File: config.mk
export PLATFORM = sky130hd
export DESIGN_NAME = change_payout_flat
export DESIGN_NICKNAME = d
export VERILOG_FILES = /design/src/rtl/change_payout_if.sv /design/src/rtl/change_payout.sv /design/src/flat_wrapper.sv
export SDC_FILE = /design/constraint.sdc
export NUM_CORES = 1
export LEC_CHECK = 0
export ABC_AREA = 1
export BUFFER_PORTS_ARGS = -buffer_cell sky130_fd_sc_hd__buf_2
export CAP_MARGIN = 20
export CORE_UTILIZATION = 48
export DETAILED_ROUTE_END_ITERATION = 7
export PLACE_DENSITY = 0.69
export SYNTH_ARGS = -nofsm -noshare
export SYNTH_HDL_FRONTEND = slang
export SYNTH_SLANG_ARGS = --single-unit
File: constraint.sdc
create_clock -name clk -period 3 [get_ports clk]
set_input_delay 0.15 -clock clk [delete_from_list [all_inputs] [get_ports clk]]
set_output_delay 0.15 -clock clk [all_outputs]
set_load 0.01 [all_outputs]
File: src/rtl/change_payout_if.sv
// Request/ejector/status bundle between the vending FSM side and the change payout block.
interface change_payout_if;
  localparam int unsigned AMT_W = 6;
  localparam int unsigned CNT_W = 8;

  logic             charge_ind;
  logic [AMT_W-1:0] coin_sum;
  logic             refill;
  logic             eject;
  logic [1:0]       eject_val;
  logic             busy;
  logic             done;
  logic [AMT_W-1:0] short_amt;
  logic [CNT_W-1:0] n5;
  logic [CNT_W-1:0] n1;
  logic [CNT_W-1:0] n05;

  modport master (
    output charge_ind, coin_sum, refill,
    input  eject, eject_val, busy, done, short_amt, n5, n1, n05
  );

  modport slave (
    input  charge_ind, coin_sum, refill,
    output eject, eject_val, busy, done, short_amt, n5, n1, n05
  );
endinterface

File: src/rtl/change_payout.sv
// Coin-return dispenser: greedy 5/1/0.5-yuan decomposition of a Q1 amount,
// one coin per eject pulse, with per-denomination inventory and shortfall report.
module change_payout #(
  parameter int unsigned INIT_N5   = 8,
  parameter int unsigned INIT_N1   = 20,
  parameter int unsigned INIT_N05  = 20,
  parameter int unsigned EJECT_GAP = 2
) (
  input logic            clk,
  input logic            rst_n,
  change_payout_if.slave bus
);

  localparam int unsigned AMT_W = 6;
  localparam int unsigned CNT_W = 8;
  localparam int unsigned GAP_W = (EJECT_GAP < 2) ? 1 : $clog2(EJECT_GAP + 1);

  localparam logic [1:0] COIN_05 = 2'b00;
  localparam logic [1:0] COIN_1  = 2'b01;
  localparam logic [1:0] COIN_5  = 2'b10;

  typedef enum logic [2:0] {
    S_IDLE,
    S_SELECT,
    S_EJECT,
    S_GAP,
    S_DONE
  } state_t;

  state_t           state_q, state_d;
  logic             charge_q;
  logic [AMT_W-1:0] remaining_q, remaining_d;
  logic [GAP_W-1:0] gap_q, gap_d;
  logic [1:0]       sel_q, sel_d;
  logic             eject_q, eject_d;
  logic [1:0]       eject_val_q, eject_val_d;
  logic             busy_q, busy_d;
  logic             done_q, done_d;
  logic [AMT_W-1:0] short_q, short_d;
  logic [CNT_W-1:0] n5_q, n5_d;
  logic [CNT_W-1:0] n1_q, n1_d;
  logic [CNT_W-1:0] n05_q, n05_d;
  logic             start;

  function automatic logic [AMT_W-1:0] coin_q1(input logic [1:0] code);
    case (code)
      COIN_5:  coin_q1 = AMT_W'(10);
      COIN_1:  coin_q1 = AMT_W'(2);
      default: coin_q1 = AMT_W'(1);
    endcase
  endfunction

  assign start = bus.charge_ind & ~charge_q;

  // Next-state, datapath updates and registered-output precompute
  always_comb begin
    state_d     = state_q;
    remaining_d = remaining_q;
    gap_d       = gap_q;
    sel_d       = sel_q;
    short_d     = short_q;
    n5_d        = n5_q;
    n1_d        = n1_q;
    n05_d       = n05_q;

    case (state_q)
      S_IDLE: begin
        if (start) begin
          state_d     = S_SELECT;
          remaining_d = bus.coin_sum;
          short_d     = '0;
        end else if (bus.refill) begin
          n5_d  = CNT_W'(INIT_N5);
          n1_d  = CNT_W'(INIT_N1);
          n05_d = CNT_W'(INIT_N05);
        end
      end
      S_SELECT: begin
        if (remaining_q == '0) begin
          state_d = S_DONE;
        end else if ((remaining_q >= AMT_W'(10)) && (n5_q != '0)) begin
          sel_d   = COIN_5;
          state_d = S_EJECT;
        end else if ((remaining_q >= AMT_W'(2)) && (n1_q != '0)) begin
          sel_d   = COIN_1;
          state_d = S_EJECT;
        end else if (n05_q != '0) begin
          sel_d   = COIN_05;
          state_d = S_EJECT;
        end else begin
          short_d     = remaining_q;
          remaining_d = '0;
          state_d     = S_DONE;
        end
      end
      S_EJECT: begin
        case (sel_q)
          COIN_5:  if (n5_q  != '0) n5_d  = n5_q  - CNT_W'(1);
          COIN_1:  if (n1_q  != '0) n1_d  = n1_q  - CNT_W'(1);
          default: if (n05_q != '0) n05_d = n05_q - CNT_W'(1);
        endcase
        remaining_d = remaining_q - coin_q1(sel_q);
        gap_d       = GAP_W'(EJECT_GAP);
        state_d     = S_GAP;
      end
      S_GAP: begin
        if (gap_q <= GAP_W'(1)) begin
          state_d = S_SELECT;
        end else begin
          gap_d = gap_q - GAP_W'(1);
        end
      end
      S_DONE: begin
        state_d = S_IDLE;
      end
      default: begin
        state_d = S_IDLE;
      end
    endcase

    // Outputs are registered so they line up with the state being entered
    eject_d     = (state_d == S_EJECT);
    eject_val_d = eject_d ? sel_d : eject_val_q;
    busy_d      = (state_d == S_SELECT) || (state_d == S_EJECT) || (state_d == S_GAP);
    done_d      = (state_d == S_DONE);
  end

  always_ff @(posedge clk or negedge rst_n) begin
    if (!rst_n) begin
      state_q     <= S_IDLE;
      charge_q    <= 1'b0;
      remaining_q <= '0;
      gap_q       <= '0;
      sel_q       <= COIN_05;
      eject_q     <= 1'b0;
      eject_val_q <= 2'b00;
      busy_q      <= 1'b0;
      done_q      <= 1'b0;
      short_q     <= '0;
      n5_q        <= CNT_W'(INIT_N5);
      n1_q        <= CNT_W'(INIT_N1);
      n05_q       <= CNT_W'(INIT_N05);
    end else begin
      state_q     <= state_d;
      charge_q    <= bus.charge_ind;
      remaining_q <= remaining_d;
      gap_q       <= gap_d;
      sel_q       <= sel_d;
      eject_q     <= eject_d;
      eject_val_q <= eject_val_d;
      busy_q      <= busy_d;
      done_q      <= done_d;
      short_q     <= short_d;
      n5_q        <= n5_d;
      n1_q        <= n1_d;
      n05_q       <= n05_d;
    end
  end

  assign bus.eject     = eject_q;
  assign bus.eject_val = eject_val_q;
  assign bus.busy      = busy_q;
  assign bus.done      = done_q;
  assign bus.short_amt = short_q;
  assign bus.n5        = n5_q;
  assign bus.n1        = n1_q;
  assign bus.n05       = n05_q;

endmodule

File: src/flat_wrapper.sv
// flat-port wrapper written by rule: the top's interface ports become plain ports
module change_payout_flat 
#(
  parameter int unsigned INIT_N5   = 8,
  parameter int unsigned INIT_N1   = 20,
  parameter int unsigned INIT_N05  = 20,
  parameter int unsigned EJECT_GAP = 2
)
  (clk, rst_n, bus_charge_ind, bus_coin_sum, bus_refill, bus_eject, bus_eject_val, bus_busy, bus_done, bus_short_amt, bus_n5, bus_n1, bus_n05);
  change_payout_if bus_i ();
  input logic clk;
  input logic rst_n;
  input wire logic [$bits(bus_i.charge_ind)-1:0] bus_charge_ind;
  input wire logic [$bits(bus_i.coin_sum)-1:0] bus_coin_sum;
  input wire logic [$bits(bus_i.refill)-1:0] bus_refill;
  output wire logic [$bits(bus_i.eject)-1:0] bus_eject;
  output wire logic [$bits(bus_i.eject_val)-1:0] bus_eject_val;
  output wire logic [$bits(bus_i.busy)-1:0] bus_busy;
  output wire logic [$bits(bus_i.done)-1:0] bus_done;
  output wire logic [$bits(bus_i.short_amt)-1:0] bus_short_amt;
  output wire logic [$bits(bus_i.n5)-1:0] bus_n5;
  output wire logic [$bits(bus_i.n1)-1:0] bus_n1;
  output wire logic [$bits(bus_i.n05)-1:0] bus_n05;
  assign bus_i.charge_ind = bus_charge_ind;
  assign bus_i.coin_sum = bus_coin_sum;
  assign bus_i.refill = bus_refill;
  assign bus_eject = bus_i.eject;
  assign bus_eject_val = bus_i.eject_val;
  assign bus_busy = bus_i.busy;
  assign bus_done = bus_i.done;
  assign bus_short_amt = bus_i.short_amt;
  assign bus_n5 = bus_i.n5;
  assign bus_n1 = bus_i.n1;
  assign bus_n05 = bus_i.n05;
  change_payout #(.INIT_N5(INIT_N5), .INIT_N1(INIT_N1), .INIT_N05(INIT_N05), .EJECT_GAP(EJECT_GAP)) u_core (.clk(clk), .rst_n(rst_n), .bus(bus_i));
endmodule
* Yosys cells after proc, flatten, opt, wreduce, memory -nomap -nowiden
Index checks and enable logic that the tools add are counted.
** Storage, ports and cells
- Register bits :: 49
** Cells by class
- Magnitude comparators :: 3
- Muxes and demuxes :: 41
- Reductions and logical operators :: 20
- Bitwise logic cells :: 2
- $add $sub $neg :: 5
- Equal/unequal tests :: 23
** Operators with widths (count)
- 8-bit two-way mux :: 10
- 6-bit two-way mux :: 11
- 8-bit one-hot mux with 2 select lines :: 3
- 8-bit nonzero test :: 3
- 8-bit by 1-bit subtractor with 8-bit output (second input constant) :: 3
- 3-bit two-way mux :: 6
- 6-bit one-hot mux with 3 select lines :: 1
- 2-bit inequality test (second input constant) :: 8
- 5-bit AND reduction :: 3
- 3-bit by 2-bit equality test with 1-bit output (second input constant) :: 4
- 2-bit two-way mux :: 6
- 2-bit by 1-bit inequality test with 1-bit output (second input constant) :: 6
- 3-bit one-hot mux with 4 select lines :: 1
- 6-bit one-hot mux with 2 select lines :: 1
- 6-bit AND reduction :: 2
- 4-bit one-hot mux with 2 select lines :: 1
- 3-bit by 1-bit equality test with 1-bit output (second input constant) :: 2
- 6-bit by 2-bit greater-or-equal comparator with 1-bit output (second input constant) :: 1
- 6-bit by 4-bit greater-or-equal comparator with 1-bit output (second input constant) :: 1
- 6-bit logical NOT :: 1
- 2-bit nonzero test :: 3
- 6-bit subtractor :: 1
- 2-bit one-hot mux with 2 select lines :: 1
- 3-bit equality test (second input constant) :: 1
- 12 further kinds :: 14

* Longest topological paths before layout
Gate-level depths: netlist (run 1).
- Depth after elaboration :: 9
- Mapped depth :: 13
- Mapped depth without buffers :: 13

* Worst setup path before layout (run 1)
OpenSTA, ideal clock, no wires.
- Path kind :: register to register
- From :: register u_core.sel_q[0]
- To :: register u_core.remaining_q[4]
- Setup slack :: 1.190 ns
- Data required time :: 2.879 ns
- Library setup time :: 0.121 ns
- Data arrival time :: 1.689 ns
- Cell stages (with the launch flop) :: 13
- Period minus slack after synthesis :: 1.810 ns
- Path through :: dfrtp_1 > inv_1 > ha_1 > ha_1 > fa_1 > nand2_1 > nand2_1 > nand2_1 > nand2_1 > nand3_1 > nand2_1 > nand2_1 > nand2_1
** Between the ends
- Longest elaborated chain between the ends :: 5
** RTL lines
- start, declared :: RTL line change_payout.sv:34 : logic [1:0] sel_q, sel_d;
- start signal, assigned :: RTL line change_payout.sv:148 : sel_q <= sel_d;
- 2-bit by 1-bit equality test with 1-bit output or 2-bit equality test (tied branches) :: RTL line change_payout.sv:46 : case (code)
- 4-bit one-hot mux with 2 select lines * :: RTL line change_payout.sv:46
- 6-bit two-way mux * :: RTL line change_payout.sv:66 : case (state_q)
- 6-bit subtractor * :: RTL line change_payout.sv:102 : remaining_d = remaining_q - coin_q1(sel_q);
- 6-bit one-hot mux with 3 select lines * :: RTL line change_payout.sv:66
- end signal, assigned :: RTL line change_payout.sv:146 : remaining_q <= remaining_d;
- end, declared :: RTL line change_payout.sv:32 : logic [AMT_W-1:0] remaining_q, remaining_d;
Every way passes the cells marked *; elsewhere a longest branch is shown, timed or not. The select of a mux whose other input is x is not followed.
A chain may end at the register's enable or synchronous reset.

* Worst setup path after layout (run 1)
- From :: register u_core.n1_q[0], in the netlist u_core.bus.n1[0]
- To :: register u_core.n1_q[6], in the netlist u_core.bus.n1[6]
** Between the ends
- Longest elaborated chain between the ends :: 4
** RTL lines
- start, declared :: RTL line change_payout.sv:41 : logic [CNT_W-1:0] n1_q, n1_d;
- start signal, assigned :: RTL line change_payout.sv:141 : n1_q <= CNT_W'(INIT_N1);
- start signal, assigned :: RTL line change_payout.sv:155 : n1_q <= n1_d;
- 8-bit by 1-bit subtractor with 8-bit output :: RTL line change_payout.sv:99 : COIN_1: if (n1_q != '0) n1_d = n1_q - CNT_W'(1);
- 8-bit two-way mux :: RTL line change_payout.sv:99
- 8-bit two-way mux :: RTL line change_payout.sv:97 : case (sel_q)
- 8-bit one-hot mux with 2 select lines :: RTL line change_payout.sv:66
Several ways; a longest one is shown, not always the timed one. The select of a mux whose other input is x is not followed.

==> reports/qor.csv, run 1 <==
metric;value;unit
wire per inst;12.2;µm
Pleak;1.92;nW
via count;2597;
area of the multi-input gates;1620;µm²
Final Cell Area;3550;µm²
core area;6310;µm²
Netlist Area Pre-Place;3120;µm²
Crit Path Max Fanout;12;
Hold WC Path Type;input pin to register;
worst setup path class;register to register;
CP cell instances;inv_1, ha_1, inv_1, nor2_1, a21boi_0, o21ai_2, inv_1, nand2_1, nand2_1;
via/cell ratio;4.96;
Initial Utilization;49.4;%
Cells after Synth;397;
# diodes;0;
RD Place Congestion;0.814;
switching power;2.24;mW
Worst-path clk slew;0.09;ns
Die ar.;6820;µm²
Sink Count;49;
Synth Net Count;418;
maximum clock frequency;514;MHz
crit path time final;1.95;ns
port bufs;44;
GRT overflow;0;
outcome;completed;
top cell type's share of synthesized area;35.3;%
WL final;6.37;mm
startpoint class of the critical path;register;
Finish-stage setup viols;0;
hold_buf cts;2;
top cells by area, synth;dfrtp_1 (35%), nand2_1 (14%), inv_1 (5.1%);
maximum VDD drop;0.000652;V
CTS Buf Count;5;
H-tree depth;2;
Root Driver;clkbuf_8;
slowest stage delay, CP;0.45;ns
Skew-Pair Late Insertion Delay;0.30;ns
CTS Buffer Depth;2;
Slew HR;65.4;%
endpoints failing hold;0;
Sw Ratio;50.3;%
Avg Synthesized Cell Area;7.86;µm²
First DRT Iteration DRCs;102;
CTS tree;yes;
part of the power in the clock network;11.2;%
Synth top cells by count;nand2_1 (114), dfrtp_1 (44), inv_1 (42);
Critical Path AT;2.15;ns
Die Y;82.6;µm
DRC errors left;0;
RSZ-0062 raised after global routing;no;
die span in x;82.6;µm
placed cell areas;3410;µm²
Synthesis Warnings;0;
CP Capture Type;register;
maxcap violations;0;
Initial DRT Pass Iterations;4;
WP data required;3.20;ns
hpwl dp;4.77;mm
vias in the first global route;2233;
cell taking the most area after synthesis;dfrtp_1;
post-synth cell types;38;
io pins;45;
share of post-route cells with drive strength above 1;25.3;%
Layout Skew;0.00385;ns
antenna-violating nets left;0;
final cycle utilization of the critical path;64.9;%
Placement Rows;29;
Synth Register Bits;49;
largest net degree at the start of global routing;38;
top-count cell post-synth;nand2_1;
Post CTS Setup Buffer Count;0;
Slew Viols, Final;0;
Resized cells post-CTS;0;
Gate power share;61.2;%
antenna violations before repair;0;
setup TNS;0;ns
wire length of the first global-routing pass;10.2;mm
number of synthesized flops with an enable pin;0;
pwr/cell area;1250;nW/µm²
Final #Nets;467;
Reg power frac;27.6;%
P_int;2.21;mW
Synth Flop Type;dfrtp_1;
fill count;580;
GRT Total Usage;19.7;%
worst slew pin tran;0.518;ns
sequential cell area;1230;µm²
fraction of synthesis flops using an asynchronous set or reset pin;100;%
register area share after synthesis;39.5;%
critical path's slowest cell;o21ai_2;
CP most frequent cell;inv_1;
area grow syn2layout;13.8;%
## state kept, by name, summed over array words and instances, names as in the netlist
signal                count
u_core.bus.eject_val      2
u_core.bus.n1             8
u_core.bus.short_amt      6
u_core.gap_q              2
u_core.bus.eject          1
u_core.state_q            3
u_core.bus.n5             8
u_core.charge_q           1
u_core.bus.n05            8
u_core.remaining_q        6
u_core.bus.busy           1
u_core.bus.done           1
u_core.sel_q              2
## placed cells by master, fill, tap and decap left out, types with 2 or more instances in the layout
master         count
dfstp_2            5
nand3_1           28
inv_2              5
o21ai_0           19
nand2_4            5
nor2_1            39
dlygate4sd3_1      2
clkbuf_8           6
a21oi_1            7
xor2_1            13
nand4_1            4
nand3_2            7
ha_1              10
nor2_2            11
dfrtp_1           44
o21ai_1            6
o21ai_2            9
nand2_2            6
xnor2_1            3
buf_2             44
nand2_1          114
inv_1             42
## final timing paths
| check | start | to | slack, ns | cells past startpoint |
|---|---|---|---|---|
| max in group asynchronous | rst_n | u_core.bus.n05[2] | 2.05 | 4 |
| min in group asynchronous | rst_n | u_core.charge_q | 0.25 | 2 |
| min reg2reg | u_core.bus.short_amt[5] | u_core.bus.short_amt[5] | 0.47 | 2 |
| min | bus_coin_sum[4] | u_core.remaining_q[4] | 0.17 | 5 |
| max | u_core.bus.n1[0] | u_core.bus.n1[6] | 1.05 | 9 |
| max reg2reg | u_core.bus.n1[0] | u_core.bus.n1[6] | 1.05 | 9 |
## logic make-up (layout without fill, tap and decap cells)
kind of cell               Yosys count  in the layout  share of synthesized area [%]
xor gates and xnor gates            16             16                           4.49
adders and majority gates           11             11                           4.65
buffers and inverters               56            106                           8.42
AOI/OAI and AO/OA                   43             43                           8.42
DFF                                 49             49                           39.5
muxes                                1              1                          0.361
and+or+nand+nor                    221            221                           34.1
## through the flow
stage	utilization, %	instances	hold WS (ns)	power, mW	setup WS, ns
3_3_place_gp	53.7	513	0.301	3.90	1.12
4_1_cts	56.2	524	0.167	4.49	1.05
2_1_floorplan	-	397	-0.146	3.38	1.19
3_5_place_dp	54.0	514	0.0586	3.97	1.09
6_report	56.2	524	0.174	4.45	1.05
5_1_grt	56.2	524	0.222	4.92	0.810
## critical path: cells and delay by family, from the launching register on
kind / cells / cell delay [ns]
AO/OA/AOI/OAI: 2 / 0.61
flip-flops: 1 / 0.41
buffers and inverters: 3 / 0.33
AND/OR/NAND/NOR: 3 / 0.28
adder cells (fa/ha/maj): 1 / 0.22
## power groups by stage
stage / Sequential [mW] / Clock [mW] / Combinational (mW)
floorplan: 1.29 / 0 / 2.09
global placement: 1.23 / 0 / 2.67
detailed placement: 1.24 / 0 / 2.73
CTS: 1.23 / 0.516 / 2.74
global route: 1.27 / 0.533 / 3.11
finish: 1.23 / 0.499 / 2.72
## final cells by class
cell class / count / share of cell area, %
Clock buffer: 6 / 2.33
Clock inverter: 2 / 1.06
Inverter: 50 / 5.89
Multi-Input combinational cell: 292 / 45.8
Sequential cell: 49 / 34.7
Tap cell: 77 / 2.71
Timing Repair Buffer: 48 / 7.54
## layer usage
layer	share of wire (%)	up-vias	GRT usage [%]
met1	49	1191	27.5
met2	46	57	31.8
met5	0	-	0
met4	0.91	0	5.69
met3	3.8	4	2.64
li1	-	1345	-
Power figures use the tool's default switching activity.
==> run 2, diff against run 1 <==
- ABC_AREA: 1 -> 0
- PLACE_DENSITY: 0.69 -> 0.72
- clock period: 3 -> 1.6 ns (I/O delays scaled with it)
==> run 2 against run 1 <==
The flow now finishes with violations (negative setup slack); clock skew is 0.0065 ns higher; critical path depth down 3; worst setup slack got worse by 1.6 ns; final area increased by 27%; clock power grew 82%; combinational power rose to 2.7 times the previous value; critical path type unchanged.
==> reports/qor.csv, run 2 <==
metric;value;unit
Layout Skew;0.0103;ns
Sw Ratio;43.6;%
vias in the first global route;2961;
Root Driver;clkbuf_8;
most frequent cells in the layout;buf_4 (93), buf_2 (44), dfrtp_1 (44), inv_1 (17), nor2_1 (15);
antenna violations before repair;0;
Initial Utilization;50.1;%
First DRT Iteration DRCs;220;
R2R setup slack;-0.59;ns
WL final;9.51;mm
area grow syn2layout;64.1;%
number of synthesized flops with an enable pin;0;
worst setup path class;register to register;
RD Place Congestion;0.877;
Reg-to-Reg End;u_core.bus.n05[6];
H-tree depth;2;
maximum VDD drop;0.00115;V
placed cell areas;3900;µm²
Synth Flop Type;dfrtp_1;
Pleak;2.12;nW
part of the power in the clock network;8.9;%
R2R cell count;6;
failing checks;negative setup slack;
die span in x;77.8;µm
Hold WC Path Type;input pin to register;
CP most frequent cell;or4_4;
post-synth cell types;60;
# diodes;0;
Reg power frac;19.1;%
most common cell after layout, fill and taps aside;buf_4;
Cells after Synth;283;
Initial DRT Pass Iterations;5;
Gate power share;72.0;%
P_int;5.77;mW
GRT Total Usage;29.6;%
maxcap violations;0;
Final Cell Area;4520;µm²
top-count cell post-synth;dfrtp_1;
critical path's slowest cell;or4_4;
Synth Register Bits;49;
top cell type's share of synthesized area;39.9;%
startpoint class of the critical path;register;
Synth Net Count;304;
register area share after synthesis;44.7;%
Netlist Area Pre-Place;2760;µm²
CTS Buf Count;5;
via count;2962;
Sink Count;49;
endpoints failing hold;0;
core area;5510;µm²
maximum clock frequency;458;MHz
Slew Viols, Final;0;
Cells on Worst Hold Path;3;
share of post-route cells with drive strength above 1;58.6;%
Die Y;77.8;µm
Avg Synthesized Cell Area;9.74;µm²
pwr/cell area;2260;nW/µm²
Placement Rows;27;
Final #Nets;455;
wire per inst;18.8;µm
cell taking the most area after synthesis;dfrtp_1;
WP data required;1.82;ns
DRC errors left;0;
port bufs;44;
worst setup path endpoint;u_core.bus.n05[6];
Crit Path Max Fanout;5;
fill count;286;
hpwl dp;5.77;mm
GRT overflow;0;
top cells by area, synth;dfrtp_1 (40%), dfstp_2 (4.8%), ha_1 (4.5%);
Critical Path AT;2.41;ns
Finish-stage setup viols;45;
Hold Slack;0.0935;ns
wire length of the first global-routing pass;13.9;mm
crit path time final;2.19;ns
Final Worst Setup Slack;-0.586;ns
worst slew pin tran;0.544;ns
Skew-Pair Late Insertion Delay;0.31;ns
CP cell instances;or4_4, or4_4, a21oi_4, buf_4, o41ai_1, a21oi_1;
Worst-path clk slew;0.09;ns
switching power;4.46;mW
fraction of synthesis flops using an asynchronous set or reset pin;100;%
slowest stage delay, CP;0.58;ns
outcome;finished, violations left;
RSZ-0062 raised after global routing;yes;
Worst Setup SP;u_core.bus.n05[4];
CTS tree;yes;
Die ar.;6050;µm²
CP Capture Type;register;
final cycle utilization of the critical path;137;%
via/cell ratio;5.84;
Reg2Reg Launch Point;u_core.bus.n05[4];
io pins;45;
antenna-violating nets left;0;
CTS Buffer Depth;2;
Slew HR;63.6;%
Synthesis Warnings;0;
Synth top cells by count;dfrtp_1 (44), inv_1 (24), o21ai_0 (18);
largest net degree at the start of global routing;50;
[run 2: cell types whose count changed after synthesis, sizes merged, moves of 12 or more]
cell and delta:
nand2 -109, nor2 -36, nand3 -30, inv -25, o21ai -14, xor2 -13
or3 +12
[run 2: per-stage QoR]
step	power [mW]	std cells	TNS, ns	util [%]	setup slack [ns]
final	10.2	507	-18.15	82.2	-0.586
after CTS	9.27	501	-16.03	78.0	-0.546
after detailed placement	7.61	482	-15.66	70.9	-0.581
after global routing	10.8	507	-20.20	82.2	-0.636
after floorplan	5.12	283	-14.13	-	-0.566
after global placement	7.41	482	-13.94	70.9	-0.478
[run 2: worst min-delay path by stage]
| stage | startpoint | to |
|---|---|---|
| 5_1_grt | bus_coin_sum[2] | u_core.remaining_q[2] |
| 3_5_place_dp | rst_n | u_core.bus.eject |
| 6_report | bus_coin_sum[0] | u_core.remaining_q[0] |
| 2_1_floorplan | rst_n | u_core.bus.busy |
| 3_3_place_gp | rst_n | u_core.gap_q[0] |
| 4_1_cts | bus_coin_sum[0] | u_core.remaining_q[0] |
[run 2: cell type report]
| class | count | area [µm²] | share of cell area, % |
|---|---|---|---|
| clock buffer | 6 | 72.6 | 1.60 |
| clock inverter | 2 | 38.8 | 0.857 |
| inverter | 24 | 92.6 | 2.05 |
| multi-input combinational | 200 | 1880 | 41.6 |
| sequential | 49 | 1230 | 27.2 |
| tap | 72 | 90.1 | 1.99 |
| timing repair buffer | 154 | 1120 | 24.7 |
[run 2: kinds of logic (layout without fill, tap and decap cells)]
family / count (synthesis) / after routing / share of synthesized area, %
buffers and inverters: 35 / 186 / 5.40
adders and majority gates: 11 / 11 / 5.27
and+or+nand+nor: 96 / 97 / 20.2
xor gates and xnor gates: 5 / 5 / 1.59
DFF: 49 / 49 / 44.7
AOI/OAI and AO/OA: 83 / 83 / 21.3
muxes: 4 / 4 / 1.50
[run 2: metal layers]
metal	part of all wire, %	vias to the layer above	wire length (µm)	GRT usage (%)
met5	0	-	0	0
met4	2.9	0	277	12.3
met3	5.7	31	543	5.06
met2	51	144	4890	53.3
met1	40	1441	3800	34.5
li1	-	1346	-	-
[run 2: worst max-delay path: cells and delay by family, from the launching register on]
family                 cells  cell delay (ns)
AO/OA/AOI/OAI              3             0.47
buffers and inverters      1             0.14
flip-flops                 1             0.38
AND/OR/NAND/NOR            2             1.09
[run 2: repair_timing]
action | CTS | global route
resized for setup | 46 | 44
hold buffers | 2 | 0
cloned | 1 | 0
endpoints found under the setup margin | 45 | 45
setup buffers | 9 | 14
pin swaps | 21 | 33
hold endpoints to repair | 45 | 0
[run 2: power groups by stage]
stage | sequential (mW) | clock [mW] | combinational, mW
after floorplan | 2.15 | 0 | 2.97
final | 1.95 | 0.909 | 7.37
after global placement | 1.92 | 0 | 5.49
after global routing | 1.99 | 0.956 | 7.81
after CTS | 1.92 | 0.910 | 6.44
after detailed placement | 1.93 | 0 | 5.68
==> run 3, diff against run 2 <==
==> constraint.sdc (replaced) <==
create_clock -name clk -period 1.6 [get_ports clk]
set_input_delay 0.4 -clock clk [delete_from_list [all_inputs] [get_ports clk]]
set_output_delay 0.4 -clock clk [all_outputs]
set_load 0.01 [all_outputs]
==> run 3 against run 2 <==
The run still ends with negative setup slack left; critical path type unchanged; sequential power hardly changed; fmax is 0.99% higher; non-clock buffer count is 1 lower; cell count is 0.20% lower.
==> reports/qor.csv, run 3 (synthesized netlist as in run 2, its figures left out) <==
metric;value;unit
outcome;finished, violations left;
failing checks;negative setup slack;
part of the power in the clock network;8.9;%
Initial Utilization;50.1;%
endpoints failing hold;0;
worst setup path class;register to register;
CTS tree;yes;
Skew-Pair Late Insertion Delay;0.31;ns
Die Y;77.8;µm
setup TNS;-18.17;ns
CP Capture Type;register;
most frequent cells in the layout;buf_4 (90), buf_2 (44), dfrtp_1 (44), inv_1 (17), buf_6 (16);
RSZ-0062 raised after global routing;yes;
Pleak;2.12;nW
DRC errors left;0;
Crit Path Max Fanout;4;
Layout Skew;0.0110;ns
Final Cell Area;4490;µm²
CTS Buffer Depth;2;
Finish-stage setup viols;45;
Reg power frac;19.4;%
maxcap violations;0;
Final #Nets;454;
Final Instance Count excl. Fillers;506;
Placement Rows;27;
critical path's slowest cell;dfrtp_1;
placed cell areas;3910;µm²
antenna-violating nets left;0;
antenna violations before repair;0;
Final Worst Setup Slack;-0.564;ns
GRT Total Usage;28.2;%
fill count;324;
vias in the first global route;2845;
Gate power share;71.7;%
Worst-path clk slew;0.10;ns
crit path time final;2.16;ns
core area;5510;µm²
final core occ;81.5;%
wire length of the first global-routing pass;13.3;mm
Buf/Inv on CP;0;
maximum clock frequency;462;MHz
First DRT Iteration DRCs;168;
cell count after placement;480;
GRT overflow;0;
die span in x;77.8;µm
CP cell instances;ha_4, ha_4, nor2b_4, o31a_1, o31ai_1, a21boi_1, a221o_1;
most common cell after layout, fill and taps aside;buf_4;
hpwl dp;5.86;mm
Hold WC Path Type;input pin to asynchronous set/reset pin;
slowest stage delay, CP;0.43;ns
Slew Viols, Final;0;
CTS Buf Count;5;
maximum VDD drop;0.00110;V
via/cell ratio;5.95;
delay-heaviest family, CP;compound AO/OA/AOI/OAI gates;
Die ar.;6050;µm²
pwr/cell area;2250;nW/µm²
startpoint class of the critical path;register;
via count;3012;
WP data required;1.80;ns
wire per inst;18.8;µm
hold_buf cts;0;
switching power;4.41;mW
final cycle utilization of the critical path;135;%
area grow syn2layout;62.8;%
io pins;45;
Critical Path AT;2.36;ns
Sw Ratio;43.7;%
port bufs;44;
H-tree depth;2;
Initial DRT Pass Iterations;6;
RD Place Congestion;0.920;
worst slew pin tran;0.488;ns
share of post-route cells with drive strength above 1;56.7;%
Root Driver;clkbuf_8;
CP most frequent cell;ha_4;
largest net degree at the start of global routing;19;
WL final;9.53;mm
P_int;5.68;mW
Slew HR;67.2;%
# diodes;0;
Sink Count;49;
## run 3: cell count changes in the layout (fill, tap and decap cells not counted), moves of 3 or more
cell / change
nor4_2: -3
nand2_2: -3
a21oi_2: -3
buf_4: -3
nor4_1: +3
nand2_1: +3
or3_4: -4
or3_1: +4
## run 3: power by group through the flow
stage          clock [mW]  combinational (mW)  sequential, mW
4_1_cts             0.901                6.05            1.93
2_1_floorplan           0                2.97            2.15
3_3_place_gp            0                5.47            1.92
5_1_grt             0.963                7.66            2.00
3_5_place_dp            0                5.62            1.94
6_report            0.901                7.23            1.96
## run 3: routing by layer
metal	up-vias	GRT usage (%)	wire [µm]
li1	1347	-	-
met1	1461	32.1	3830
met2	155	52.1	4810
met3	49	4.82	482
met4	0	11.1	406
met5	-	0	0
## run 3: what timing repair did
| item | CTS | global route |
|---|---|---|
| gates resized for setup | 31 | 47 |
| setup buffers | 4 | 14 |
| pin swaps | 14 | 23 |
| gates cloned | 1 | 0 |
| endpoints found under the setup margin | 45 | 45 |
## run 3: worst paths after layout
check / start / to / slack [ns] / depth (start not counted)
max: u_core.sel_q[1] / u_core.remaining_q[5] / -0.56 / 7
min: rst_n / u_core.bus.n5[7] / 0.03 / 1
max reg2reg: u_core.sel_q[1] / u_core.remaining_q[5] / -0.56 / 7
min reg2reg: u_core.bus.eject_val[1] / u_core.bus.eject_val[1] / 0.51 / 2
max in group asynchronous: rst_n / u_core.bus.n05[2] / 1.02 / 2
min in group clk: bus_charge_ind / u_core.charge_q / 0.21 / 1
## run 3: per-stage QoR
stage | setup WS (ns) | hold slack [ns] | power (mW)
6_report | -0.564 | 0.0297 | 10.1
5_1_grt | -0.625 | 0.0526 | 10.6
4_1_cts | -0.521 | 0.0525 | 8.88
3_5_place_dp | -0.505 | 0.382 | 7.56
3_3_place_gp | -0.483 | 0.380 | 7.39
2_1_floorplan | -0.566 | 0.104 | 5.12
## run 3: cell type report
type / instances / area [µm²] / share of cell area (%)
repair buffers: 153 / 1140 / 25.3
clock inverters: 2 / 35.0 / 0.781
multi-input cells: 200 / 1830 / 40.8
inverters: 24 / 90.1 / 2.01
flip-flops and latches: 49 / 1230 / 27.5
clock buffers: 6 / 72.6 / 1.62
well taps: 72 / 90.1 / 2.01
